===== src/rtl/mux_rr_stream.sv =====
// N-input registered stream multiplexer: one requesting channel per cycle is
// granted (round-robin or lowest-index priority) and loaded into a single output register.
module mux_rr_stream #(
  parameter int BUS_SIZE = 32,
  parameter int NUM_IN   = 4,
  localparam int SEL_W   = $clog2(NUM_IN)
) (
  input  logic                       clk,
  input  logic                       rst_n,
  input  logic [NUM_IN*BUS_SIZE-1:0] in_data,
  input  logic [NUM_IN-1:0]          in_valid,
  output logic [NUM_IN-1:0]          in_ready,
  input  logic                       mode,
  output logic [BUS_SIZE-1:0]        out_data,
  output logic [SEL_W-1:0]           out_sel,
  output logic                       out_valid,
  input  logic                       out_ready
);

  // Handshake: a word moves on a rising edge when valid and ready are both high;
  // valid must not wait on ready, and in_ready is one-hot on the granted channel only.

  logic [BUS_SIZE-1:0] out_data_q, out_data_d;
  logic [SEL_W-1:0]    out_sel_q, out_sel_d;
  logic                out_valid_q, out_valid_d;
  logic [SEL_W-1:0]    last_grant_q, last_grant_d;

  logic                load_en;
  logic                grant_found;
  logic [SEL_W-1:0]    grant_idx;
  logic [SEL_W-1:0]    rr_idx;

  // The output register may be refilled whenever it is empty or being drained.
  assign load_en = !out_valid_q || out_ready;

  always_comb begin
    grant_found = 1'b0;
    grant_idx   = '0;
    rr_idx      = last_grant_q;
    if (mode) begin
      for (int i = NUM_IN - 1; i >= 0; i--) begin
        if (in_valid[i]) begin
          grant_found = 1'b1;
          grant_idx   = SEL_W'(i);
        end
      end
    end else begin
      // Explicit wrap keeps the pointer in range for non-power-of-two NUM_IN.
      for (int k = 0; k < NUM_IN; k++) begin
        rr_idx = (rr_idx == SEL_W'(NUM_IN - 1)) ? '0 : rr_idx + SEL_W'(1);
        if (!grant_found && in_valid[rr_idx]) begin
          grant_found = 1'b1;
          grant_idx   = rr_idx;
        end
      end
    end
  end

  always_comb begin
    out_data_d   = out_data_q;
    out_sel_d    = out_sel_q;
    out_valid_d  = out_valid_q;
    last_grant_d = last_grant_q;
    in_ready     = '0;
    if (load_en && grant_found) begin
      in_ready[grant_idx] = rst_n;
      out_data_d   = in_data[int'(grant_idx)*BUS_SIZE +: BUS_SIZE];
      out_sel_d    = grant_idx;
      out_valid_d  = 1'b1;
      last_grant_d = grant_idx;
    end else if (out_valid_q && out_ready) begin
      out_valid_d = 1'b0;
    end
  end

  always_ff @(posedge clk or negedge rst_n) begin
    if (!rst_n) begin
      out_data_q   <= '0;
      out_sel_q    <= '0;
      out_valid_q  <= 1'b0;
      last_grant_q <= SEL_W'(NUM_IN - 1);
    end else begin
      out_data_q   <= out_data_d;
      out_sel_q    <= out_sel_d;
      out_valid_q  <= out_valid_d;
      last_grant_q <= last_grant_d;
    end
  end

  assign out_data  = out_data_q;
  assign out_sel   = out_sel_q;
  assign out_valid = out_valid_q;

endmodule


===== config.mk =====
export PLATFORM = sky130hd
export DESIGN_NAME = mux_rr_stream
export DESIGN_NICKNAME = d
export VERILOG_FILES = /design/src/rtl/mux_rr_stream.sv
export SDC_FILE = /design/constraint.sdc
export NUM_CORES = 1
export LEC_CHECK = 0
export CAP_MARGIN = 15
export CELL_PAD_IN_SITES_DETAIL_PLACEMENT = 2
export CELL_PAD_IN_SITES_GLOBAL_PLACEMENT = 2
export CORE_MARGIN = 2
export CORE_UTILIZATION = 16
export DETAILED_ROUTE_END_ITERATION = 10
export PLACE_DENSITY_LB_ADDON = 0.12
export SYNTH_ARGS = -nofsm -noshare
export SYNTH_HDL_FRONTEND = slang
export SYNTH_SLANG_ARGS = --single-unit

===== constraint.sdc =====
create_clock -name clk -period 2.2 [get_ports clk]
set_input_delay 0.22 -clock clk [delete_from_list [all_inputs] [get_ports clk]]
set_output_delay 0.22 -clock clk [all_outputs]
set_load 0.01 [all_outputs]

==> impl_metrics.ini <==
[worst_setup_path]
critical_path_class = reg -> out
path_max_fanout = 5
critical_path_arrival_ps = 2090
worstSetupStartpointType = register
r2r_slack_ps = -100
crit_path_end_kind = output pin
cp.required_ps = 1980

[power_and_ir_drop]
power_density_mw_per_mm2 = 710
p_sw_mw = 1.20
sequentialPowerShare_pct = 28.0
p_int_mw = 2.37
finalPower_mw = 3.57
ir_drop_uv = 310
pwr-share-comb_pct = 51.2
p_clk_share_pct = 20.7
switching_share_pct = 33.7
p_leak_nw = 1.98

[synthesis]
ys_warn_count = 0
synth_area_per_cell_um2 = 9.01
synth_seq_cells = 37
synth_area_leaders = dfrtp_1 (37%), a211oi_2 (15%), and3_1 (8.4%)
ys_seq_area_share_pct = 38.7
synth.distinct_cells = 30
syn_inst = 266
syn_area_mm2 = 0.00240
synth_fp_nets = 403
yosysTopAreaCell = dfrtp_1
yosys.area.top_type_share_pct = 36.6

[clock_network]
clock_latency_ps = 280
clockRootBuffer = clkbuf_16
cts_buffers = 5
cts_sinks = 37
cts_tree = built
path_clk_slew_ps = 60
clock_path_buffers = 2
htreeDepth = 2

[global_routing]
grt_pass1_vias = 3442
antenna_found_initial = 0
grt_first_pass_wirelength_um = 19900
overflow = 0
grt_max_degree = 37
grt_usage_pct = 16.1

[cells_and_area]
syn2layout_area_growth_pct = 110
multi_input_area_mm2 = 0.00152
drive_above_1_share_pct = 25.1
diodes = 0
finalNetCount = 599
fin_util_pct = 34.5
seqCellArea_um2 = 928
fill_cells = 1586

[die]
pin_count = 175
num_rows = 44
fp.dieH_um = 126
fp.dieW_um = 126
start_util_pct = 16.4
die_area_mm2 = 0.0160
core-area_mm2 = 0.0146

[routing]
drtIter0Drc = 67
drc = 0
firstDrtPassIters = 4
dr_total_vias = 2939
avgRoutedWirePerCell_um = 20.2
vias_per_cell = 4.55
wl_um = 13000
ant_nets = 0

[placement]
post-place-ws_ps = -352
port_buffers = 174
hpwl_um = 8860
gp_congestion = 0.756

[sta]
finalSetupTns_ps = -1980
worst_pin_slew_ps = 535
final_hold_viol_count = 0
min_period_ps = 2310
post-route-period-util_pct = 105
rsz0062_at_grt = yes
final.setup_skew_ps = 4.37
relSlewSlack_pct = 64.3
slew_viol_final = 0
fmax_mhz = 433
finalSetupViolCount = 35
fin_ws_ps = -108

[worst_hold_path]
hold_path_class = in -> async

[run]
maxCapViolations = 0

[run_status]
violations = negative setup slack
status = complete, but fails checks
-- through the flow --
step,hold slack (ps),area (µm²),cells
after CTS,274,4950,644
after global placement,33.1,4500,627
after global routing,285,5030,646
final,288,5030,646
after floorplan,-75.6,2400,266
after detailed placement,33.5,4500,627
-- layer usage --
layer | vias to the layer above | part of all wire [%] | GRT usage (%)
li1 | 1391 | - | -
met2 | 119 | 47 | 26.9
met3 | 11 | 7.8 | 5.95
met4 | 0 | 0.84 | 2.84
met1 | 1418 | 44 | 20.0
met5 | - | 0 | 0
-- timing repair --
action,in CTS,in global routing
resized for setup,54,11
hold endpoints to repair,1,0
pin swaps,13,11
cloned,2,1
buffers inserted,8,1
hold buffers,1,0
endpoints found under the setup margin,36,37
-- cells by family after synthesis --
group | synth area share [%]
buf+inv | 6.74
flops | 38.7
simple gates | 24.7
compound gates | 29.3
fa+ha+maj | 0.522
-- critical path, stage by stage (launching register included) --
cell and delay, ps:
dfstp_2 560, ha_4 230, nand2b_4 160, a21oi_4 170, a211oi_2 70, nor2_2 170, buf_4 140, nand2_2 70
nor2_2 120, buf_2 140
-- layout make-up --
cell class                      count  area share [%]
Sequential cell                    37            18.5
Tap cell                          184            4.58
Inverter                            6           0.448
Timing Repair Buffer              213            43.5
Clock buffer                        7            2.84
Multi-Input combinational cell    199            30.2
-- state kept, by name (all words and copies together), names as in the netlist --
register / flops
last_grant_q: 2
out_data: 32
out_sel: 2
out_valid: 1
-- cell usage after synthesis --
library cell  number
nor3_1            34
clkbuf_1           8
o21ai_0            2
nand3b_1           1
a21oi_1            5
a311oi_1           1
a211o_1            1
nand2_1            3
a211oi_2          28
or3_1              1
dfrtp_1           35
and3_1            32
nand4_2            1
nand2_2            1
a21oi_2            1
nor2_1            39
buf_4              4
a211oi_1           5
dfstp_2            2
o21a_1             3
buf_2              9
o22ai_1           32
o211ai_1           1
buf_6              3
ha_1               1
o211ai_2           1
nor4_1             1
nand2b_1           4
inv_1              6
o31a_2             1
-- layout by cell type, fill, tap and decap left out, types with 7 or more instances in the layout --
cell type        Yosys  routed
o22ai_2              0      11
a211oi_2            28      33
buf_4                4      23
clkdlybuf4s50_1      0     169
o22ai_1             32      21
and3_1              32      32
nor2_1              39      36
buf_12               0       7
dfrtp_1             35      35
nor3_1              34      32
-- power groups by stage --
stage	Combinational, mW	Sequential, mW	Clock, mW
detailed placement	1.58	0.998	0
finish	1.83	1.00	0.740
global route	1.97	1.03	0.797
global placement	1.56	0.992	0
floorplan	0.562	1.07	0
CTS	1.80	1.00	0.775
-- path summary, 6_finish.rpt --
| path | cells past startpoint | end | start |
|---|---|---|---|
| setup / recovery | 9 | in_ready[2] | last_grant_q[1] |
| hold / removal | 2 | out_sel[0] | rst_n |
| setup reg to reg | 9 | out_data[22] | last_grant_q[1] |
| hold reg to reg | 1 | out_sel[1] | out_sel[1] |
| max in group asynchronous | 3 | last_grant_q[0] | rst_n |
| min in group clk | 3 | out_data[28] | in_data[60] |
(Power assumes the default switching activity.)
==> RTL change 1 (config.mk and constraints unchanged) <==
The parameter `NUM_IN` goes from 4 to 8.
--- a/src/rtl/mux_rr_stream.sv
+++ b/src/rtl/mux_rr_stream.sv
@@ -2,7 +2,7 @@
 // granted (round-robin or lowest-index priority) and loaded into a single output register.
 module mux_rr_stream #(
   parameter int BUS_SIZE = 32,
-  parameter int NUM_IN   = 4,
+  parameter int NUM_IN   = 8,
   localparam int SEL_W   = $clog2(NUM_IN)
 ) (
   input  logic                       clk,
Interface: changed (resized in_data, in_ready, in_valid and out_sel); port bits go from 175 to 312. No check against the original RTL was run, so the function may have changed too.
==> RTL change 1 against the original RTL <==
  * The flow still finishes with violations (negative setup slack)
  * Worst setup slack got worse by 1.9 ns
  * Count of clock-buffer cells in the layout is the same
  * Final area increased by 150%
  * Die area is 110% higher
  * Sequential cell count grew 2
  * Wire length rose to 2.8 times the old value
  * Non-clock buffer count up 272
  * Utilization rose by 5.0 points
  * Area after synthesis up 110%
  * Critical path type is now reg2reg
  * Highest routed layer unchanged
Power is left out: it rests on default switching activity, and per cell area and clock period it moved more than threefold.
==> RTL change 1: results (changes against the original RTL) <==
Synth top cells by count mux2_2, nor2b_1, a2111oi_0, nor3_1, nand2b_1; global-route wire length before repair 50900 um (+160%); sequential share of the synthesized area 19.1% (-20 points); via/cell ratio 4.87 (+7.1%); syn_area_per_cell 8.47 um^2 (-6.0%); total length of routed wires 36700 um (+180%); Synth Net Count 877 (+120%); Core Area 31600 um^2 (+120%); Setup Skew 0.0100 ns (+0.00565 ns); fraction of area in multi-input gates 44.7% (+15 points); CLK BUF 7 (unchanged); initial antenna violation count 5 (+5); Area contributors post-synth dfrtp_1, mux2_2, a2111oi_0; #MultiIn Comb 497 (+150%); global placement routability congestion 0.856 (+13%); met1 GRT Util 22.7% (+2.6 points); status finished with violations; dpl hpwl 25000 um (+180%); failing checks negative setup slack; Finished Core Util 39.5% (+5.0 points); layout cells sized above 1 43.1% (+18 points); Worst Tran Pin Value 0.573 ns (+0.0376 ns); Top delay family on crit path simple AND/OR/NAND/NOR gates; Min Hold Slack 0.483 ns (+0.195 ns); grt met2 use 39.2% (+12 points); register area 980 um^2 (+5.5%); worst r2r src last_grant_q[0]; number of DRC markers in iteration 0 233 (+250%); number of diodes 4 (+4); #FFs+latches synth 39 (+5.4%); worst setup path category reg2reg; final worst slack -2.04 ns (-1.93 ns); largest net degree at the start of global routing 49 (+32%); CP max stage delay 0.60 ns (+0.04 ns); worst-path maximum fanout 6 (+1); clock network area share 1.21% (-1.6 points); dpl cell area 9610 um^2 (+110%); later-pin clock latency in the skew report 0.31 ns (+0.03 ns); arrival time worst endpoint 4.42 ns (+2.33 ns); Signal buf overhead 41.9% (-1.6 points); Nets 1307 (+120%); GRT Overall Usage 20.3% (+4.2 points); Placement Setup Slack -2.56 ns (-2.21 ns); Fillers 3300 (+110%); met3 global-route usage 4.41% (-1.5 points); count of input and output buffers 311 (+79%); # placed instances 1357 (+120%); wire length per cell 25.5 um (+26%); reg2reg path depth 16 (+7); Final setup viols 47 (+34%); met3 wire len 2050 um (+100%); Setup TNS Final -88.29 ns (-86.31 ns); Non-CTS buffers 485 (+130%); vias in the first global route 8017 (+130%); DR WL met2 19900 um (+220%)
## RTL change 1: cell types whose count changed after synthesis, moves of 20 or more
cell       before  now
mux2_2          0   68
nor2b_1         0   67
a2111oi_0       0   64
nand2b_1        4   37
o31ai_1         0   33
nor4_1          1   33
o22ai_1        32    0
and3_1         32    3
a211oi_2       28    0
clkbuf_1        8   33
nand2_1         3   23
nor2_1         39   19
## RTL change 1: repair_timing
action                                  in CTS  in global routing
cloned                                      10                  8
gates resized for setup                    311                 84
hold buffers                                 1                  0
setup buffers                               54                 10
endpoints found under the setup margin      47                 47
hold endpoints to repair                     7                  0
pin swaps                                   51                 40
## RTL change 1: kinds of logic (layout without fill, tap and decap cells)
kind of cell	count (synthesis)	after routing	synth area share, %
mux	93	93	22.1
compound gates	147	147	22.7
fa+ha+maj	5	5	1.22
xor+xnor	5	5	1.30
flops	39	39	19.1
buf+inv	68	499	6.11
simple gates	247	247	27.4
other cells	0	4	0
==> RTL change 2 (config.mk and constraints unchanged) <==
Made on the original files. `out_data_q` no longer has a reset.
--- a/src/rtl/mux_rr_stream.sv
+++ b/src/rtl/mux_rr_stream.sv
@@ -75,16 +75,18 @@
 
   always_ff @(posedge clk or negedge rst_n) begin
     if (!rst_n) begin
-      out_data_q   <= '0;
       out_sel_q    <= '0;
       out_valid_q  <= 1'b0;
       last_grant_q <= SEL_W'(NUM_IN - 1);
     end else begin
-      out_data_q   <= out_data_d;
       out_sel_q    <= out_sel_d;
       out_valid_q  <= out_valid_d;
       last_grant_q <= last_grant_d;
     end
+  end
+
+  always_ff @(posedge clk) begin
+    out_data_q <= out_data_d;
   end
 
   assign out_data  = out_data_q;
Behaviour: not the same (a bounded check fails within 4 cycles, from zero or initial values and one cycle with rst_n low).
==> RTL change 2 against the original RTL <==
  * The run still ends with negative setup slack left
  * Sequential cell count did not move
  * Wire length fell by 10%
  * Worst setup slack got worse by 0.19 ns
  * Area after synthesis rose by 23%
  * Count of clock-buffer cells in the layout rose by 1
  * Clock skew fell by 0.0016 ns
  * First-iteration DRC count fell by 21%
  * Hold slack improved by 0.041 ns
  * Total power fell by 13%
  * Clock power rose by 2.7%
  * Critical endpoint is now out_data[2]
  * Final cell count fell by 4.0%
  * Highest routed layer unchanged
  * Final area rose by 8.3%
  * Synthesized cell count fell by 29%
  * Sequential power fell by 5%
==> RTL change 2: results (changes against the original RTL) <==
Synth top cells by count mux2_2, edfxtp_1, mux4_2, mux2_1; global-route wire length before repair 17900 um (-10%); vias in the first global route 2949 (-14%); area fraction in compound gates after synthesis 2.72% (-27 points); arrival time worst endpoint 2.53 ns (+0.44 ns); Fillers 1925 (+21%); wire length per cell 18.9 um (-6.4%); layout cells sized above 1 35.3% (+10 points); via/cell ratio 4.17 (-8.3%); reg2reg path depth 10 (+1); largest net degree at the start of global routing 40 (+8.1%); flop2flop setup slack -0.30 ns (-0.20 ns); DR WL met2 5810 um (-5.9%); met3 wire len 725 um (-29%); Synth Net Count 327 (-19%); Post-CTS Setup Bufs 5 (-3); CP max stage delay 0.56 ns (about the same); Lkg Pwr 1.98 nW (-0.28%); Worst Tran Pin Value 0.585 ns (+0.0498 ns); Setup Skew 0.00282 ns (-0.00156 ns); Reg-to-Reg End out_data[2]; EDFF count, synth 32 (+32); number of diodes 0 (unchanged); number of DRC markers in iteration 0 53 (-21%); dpl cell area 5130 um^2 (+14%); Async SR Flop Fraction 13.5% (-86 points); wl on met1 5020 um (-13%); met3 global-route usage 3.92% (-2.0 points); grt met2 use 20.9% (-6.0 points); worst-path maximum fanout 7 (+2); dpl hpwl 8930 um (+0.83%); status finished with violations; CTS resizes 35 (-35%); global placement routability congestion 0.709 (-6.2%); peak supply drop 0.246 mV (-21%); met1 GRT Util 14.5% (-5.5 points); Nets 527 (-12%); Area contributors post-synth edfxtp_1, mux4_2, mux2_2; failing checks negative setup slack; sequential share of the synthesized area 37.0% (-1.8 points); GRT Overall Usage 12.1% (-3.9 points); Final setup viols 36 (+2.9%); Adder-Cell Fraction of Synth Area 0.425% (-0.097 points); final worst slack -0.296 ns (-0.189 ns); count of input and output buffers 174 (unchanged); post-synthesis mux area share 49.3% (+49 points)
[RTL change 2: stage by stage]
stage	utilization (%)	TNS [ns]	worst slack (ns)	hold slack (ns)	cells
after CTS	29.9	-9.58	-0.336	0.300	618
after floorplan	-	-1.29	-0.0504	-0.0756	190
final	30.2	-8.20	-0.296	0.329	620
after global routing	30.2	-11.73	-0.395	0.341	620
after detailed placement	28.5	-13.22	-0.390	0.522	604
after global placement	28.5	-11.54	-0.368	0.515	604
[RTL change 2: cell type report]
class / count / area, um^2 / share of cell area (%)
inverter: 1 / 3.75 / 0.0689
clock buffer: 8 / 146 / 2.69
tap: 229 / 287 / 5.26
sequential: 37 / 1090 / 20.0
multi-input combinational: 136 / 1760 / 32.3
timing repair buffer: 209 / 2170 / 39.7
[RTL change 2: power by group]
part	internal (mW)	switching (mW)
clock network	0.453	0.306
logic	0.898	0.484
registers	0.918	0.0358
total	2.27	0.826
